File: src/rtl/seq_divider.sv
// seq_divider
//   Unsigned sequential divider, radix-2 restoring, one quotient bit per clock.
//   A division by zero completes immediately with quotient = all ones,
//   remainder = dividend and div_by_zero set.
//
//   state | meaning
//   ------+-----------------------------------------------------------
//   IDLE  | waiting for operands, in_ready high
//   BUSY  | iterating, WIDTH restoring steps MSB-first
//   DONE  | result held on the outputs, out_valid high until taken
//
// Ports
//   clk          rising-edge clock
//   rst          synchronous active-high reset
//   in_valid     operands present        in_ready   operands accepted (IDLE)
//   dividend     unsigned numerator      divisor    unsigned denominator
//   out_valid    result present (DONE)   out_ready  consumer takes result
//   quotient     registered quotient     remainder  registered remainder
//   div_by_zero  registered zero-divisor flag for the held result
module seq_divider #(
    parameter int WIDTH = 8
) (
    input  logic             clk,
    input  logic             rst,
    input  logic             in_valid,
    output logic             in_ready,
    input  logic [WIDTH-1:0] dividend,
    input  logic [WIDTH-1:0] divisor,
    output logic             out_valid,
    input  logic             out_ready,
    output logic [WIDTH-1:0] quotient,
    output logic [WIDTH-1:0] remainder,
    output logic             div_by_zero
);

    localparam int CW = (WIDTH > 2) ? $clog2(WIDTH) : 1;

    typedef enum logic [1:0] {
        IDLE = 2'd0,
        BUSY = 2'd1,
        DONE = 2'd2
    } state_t;

    state_t           state_q, state_d;
    logic [CW-1:0]    cnt_q, cnt_d;
    logic [WIDTH-1:0] rem_q, rem_d;     // partial remainder
    logic [WIDTH-1:0] acc_q, acc_d;     // dividend shifting out, quotient shifting in
    logic [WIDTH-1:0] dvs_q, dvs_d;     // captured divisor
    logic [WIDTH-1:0] quo_q, quo_d;
    logic [WIDTH-1:0] rmd_q, rmd_d;
    logic             dbz_q, dbz_d;

    logic [WIDTH:0]   shifted;
    logic [WIDTH:0]   trial;
    logic             borrow;
    logic [WIDTH-1:0] step_rem;
    logic [WIDTH-1:0] step_acc;
    logic             last_step;

    // The partial remainder is always below the divisor, so the shifted value
    // is below 2*divisor: a non-borrowing difference fits in WIDTH bits and a
    // borrowing one wraps with bit WIDTH set, making that bit the borrow.
    always_comb begin
        shifted   = {rem_q, acc_q[WIDTH-1]};
        trial     = shifted - {1'b0, dvs_q};
        borrow    = trial[WIDTH];
        step_rem  = borrow ? shifted[WIDTH-1:0] : trial[WIDTH-1:0];
        step_acc  = {acc_q[WIDTH-2:0], ~borrow};
        last_step = (cnt_q == CW'(WIDTH - 1));
    end

    always_comb begin
        state_d = state_q;
        cnt_d   = cnt_q;
        rem_d   = rem_q;
        acc_d   = acc_q;
        dvs_d   = dvs_q;
        quo_d   = quo_q;
        rmd_d   = rmd_q;
        dbz_d   = dbz_q;

        unique case (state_q)
            IDLE: begin
                if (in_valid) begin
                    acc_d = dividend;
                    dvs_d = divisor;
                    rem_d = '0;
                    cnt_d = '0;
                    if (divisor == '0) begin
                        quo_d   = '1;
                        rmd_d   = dividend;
                        dbz_d   = 1'b1;
                        state_d = DONE;
                    end else begin
                        state_d = BUSY;
                    end
                end
            end
            BUSY: begin
                rem_d = step_rem;
                acc_d = step_acc;
                cnt_d = cnt_q + CW'(1);
                if (last_step) begin
                    quo_d   = step_acc;
                    rmd_d   = step_rem;
                    dbz_d   = 1'b0;
                    state_d = DONE;
                end
            end
            DONE: begin
                if (out_ready) begin
                    state_d = IDLE;
                end
            end
            default: state_d = IDLE;
        endcase
    end

    always_ff @(posedge clk) begin
        if (rst) begin
            state_q <= IDLE;
            cnt_q   <= '0;
            rem_q   <= '0;
            acc_q   <= '0;
            dvs_q   <= '0;
            quo_q   <= '0;
            rmd_q   <= '0;
            dbz_q   <= 1'b0;
        end else begin
            state_q <= state_d;
            cnt_q   <= cnt_d;
            rem_q   <= rem_d;
            acc_q   <= acc_d;
            dvs_q   <= dvs_d;
            quo_q   <= quo_d;
            rmd_q   <= rmd_d;
            dbz_q   <= dbz_d;
        end
    end

    assign in_ready    = (state_q == IDLE);
    assign out_valid   = (state_q == DONE);
    assign quotient    = quo_q;
    assign remainder   = rmd_q;
    assign div_by_zero = dbz_q;

endmodule

File: config.mk
export PLATFORM = sky130hd
export DESIGN_NAME = seq_divider
export DESIGN_NICKNAME = d
export VERILOG_FILES = /design/src/rtl/seq_divider.sv
export SDC_FILE = /design/constraint.sdc
export NUM_CORES = 1
export LEC_CHECK = 0
export BUFFER_PORTS_ARGS = -buffer_cell sky130_fd_sc_hd__buf_2
export CORE_UTILIZATION = 40
export CTS_BUF_LIST = sky130_fd_sc_hd__clkbuf_4 sky130_fd_sc_hd__clkbuf_8
export DETAILED_ROUTE_END_ITERATION = 10
export SLEW_MARGIN = 20
export SYNTH_ARGS = -nofsm -noshare
export SYNTH_HDL_FRONTEND = slang
export SYNTH_SLANG_ARGS = --single-unit
export TNS_END_PERCENT = 100
File: constraint.sdc
create_clock -name clk -period 3.5 [get_ports clk]
set_input_delay 0.7 -clock clk [delete_from_list [all_inputs] [get_ports clk]]
set_output_delay 0.7 -clock clk [all_outputs]
set_load 0.02 [all_outputs]
==> metrics.txt <==
status=complete, no violations; final core utilization=46.6%; Hold WS=around 0.46 ns; global-route wire length before repair=11.8 mm; clk slew on worst S/H paths=0.09 ns; P&R area growth vs syn=12.4%; Final ANT Viol Nets=0; Initial Util=between 40% and 50%; Post-Syn Area per Cell=roughly 7.7 um2; IO Count=39; Worst Path Arrival=2.91 ns; Synth Cell Area=roughly 2700 um2; Post-DP Area=2870 um2; CTS Sinks=between 40 and 50; delay of the slowest critical-path stage=about 0.44 ns; kind of critical path=flop to flop; Multi-input gate area=approximately 1600 um2; placed insts=approximately 440; WP data required=between 3 and 4 ns; setup bufs post-CTS=0; H-tree lvl count=2; R2R depth=9; Initial DRC Count=173; Final HPWL DP=5.12 mm; crit path time final=2.71 ns; Core Region=6390 um2; Max clock buf depth=2; Post-Route WL=7.02 mm; Placer Congestion=0.846; Clock Latency Late Sink=0.30 ns; RR Startpoint=acc_q[7]; skew final=0.00549 ns; pin count of the biggest net entering global routing=29; Port Buffers=38; Nets=406; drt drc=0; vias in the first global route=approximately 2400; initial antenna violation count=0; Synth cell types=52; RSZ-0062 raised after global routing=false; Fmax=~370 MHz; hold_sp=dvs_q[6]; post-cts sizing count=0; setup_tns=0 ns; vias per inst=5.66; final hold violation count=0; Slew Viols, Final=0; Post-Layout Cell Count=roughly 450; register area=921 um2; Post-Syn Instances=346; crit path cell chain=inv_1 > ha_1 > inv_1 > fa_1 > a211oi_1 > o211a_1 > o211a_1 > o21ai_0 > o31ai_1; most common flop cell mapped by yosys=dfxtp_1; dominant cells by area after synthesis=dfxtp_1 35%, nand2_1 8.4%, nor2_1 5.5%; leakage power=1.22 nW; layout cells sized above 1=16.5%; CTS Hold Bufs=0; Worst Hold End=dvs_q[6]; crit path max-delay cell type=a211oi_1; ANT cells=0; crit share post-route=~77%; flops & latches, synth=46; CTS root buf=clkbuf_8; fraction of registers with async set or reset after synthesis=0%; Final setup viols=0; PwrDens=475 nW/um2; wire length per cell=approximately 15 um; count leader, synth=nand2_1; Peak VDD IR=0.237 mV; Die ar.=6960 um2; via count=2564; num rows=29; sequential area share after synthesis=34.7%; worst-margin pin slew=0.940 ns; # fillers=664; top cell type's share of synthesized area=34.7%; worst min path class=flop to flop; reg-to-reg setup timing slack=0.79 ns; worst hold stages=2; CTS Buf Count=5; R2R Path End=rem_q[5]; die width=around 83 um; First-pass DRT Iterations=5; Commonest cells post-synth=59 x nand2_1, 46 x dfxtp_1, 39 x nor2_1, 28 x a21oi_1, 15 x o21ai_0; gr ovfl total=0; GRT Total Usage=21.1%; Synth Warn #=0; post-synth top area cell=dfxtp_1; syn_nets=377; Design Area, Final=between 2000 and 3000 um2; Max-Cap Viols=0; crit path capture type=flop; CTS tree=done; Slew HR=between 30% and 40%; chip height=approximately 83 um; CP Launch Type=flop; EDFF count, synth=0; CP Max Fanout=9
## logic make-up after synthesis
family	synth area share [%]
simple gates	24.4
compound gates	26.4
flops	34.7
buf+inv	5.66
fa+ha+maj	5.47
mux	1.98
xor+xnor	1.32
## power by group
part           switching (mW)  internal [mW]  total [mW]
logic                   0.290          0.160       0.451
registers              0.0382          0.564       0.602
clock network           0.191          0.171       0.362
total                   0.519          0.896        1.41
## layout by cell type (no fill, tap or decap), drive strengths merged, types with 4 or more instances in the layout
cell and n:
nor3 5, a311oi 9, o21ai 20, dfxtp 46, a21oi 28, clkbuf 7
nor2 39, o211ai 4, inv 15, nand4 7, a22oi 6, nand3 10
o31ai 4, and2 4, a31oi 4, nand2 61, or3 4, buf 43
ha 10, a211oi 12
## metal layers
metal  part of all wire [%]  vias up  track usage [%]
met5                      0        -                0
met4                    1.4        0             6.32
met3                    4.0       10             3.28
met2                     45       64             33.5
met1                     50     1187             29.4
li1                       -     1303                -
## sequential cells by signal (all words and copies together) (netlist names)
signal	count
acc_q	8
dvs_q	8
quotient	8
rem_q	8
remainder	8
cnt_q	3
state_q	2
div_by_zero	1
## metrics by stage
stage	power, mW	setup WS (ns)
global route	1.50	0.570
detailed placement	1.05	0.679
CTS	1.41	0.661
finish	1.41	0.792
floorplan	0.939	1.18
global placement	1.04	0.714
## cell type report
type	instances	area share [%]
tap	77	3.23
timing repair buffer	43	7.64
sequential	46	30.9
multi-input combinational	265	53.1
clock buffer	7	3.02
clock inverter	1	0.294
inverter	14	1.76
## worst max-delay path by stage
stage / from / endpoint / slack, ns / cells past startpoint
after global placement: acc_q[7] / remainder[2] / 0.71 / 9
after global routing: acc_q[7] / rem_q[5] / 0.57 / 9
after floorplan: acc_q[7] / remainder[7] / 1.18 / 10
after CTS: acc_q[7] / remainder[2] / 0.66 / 9
after detailed placement: acc_q[7] / remainder[2] / 0.68 / 9
final: acc_q[7] / rem_q[5] / 0.79 / 9
## worst max-delay path, delay by kind of cell (launching register included)
family	cells	cell delay (ns)
flops	1	0.33
buf+inv	2	0.11
fa+ha+maj	2	0.55
compound gates	5	1.61
Power figures use the tool's default switching activity.
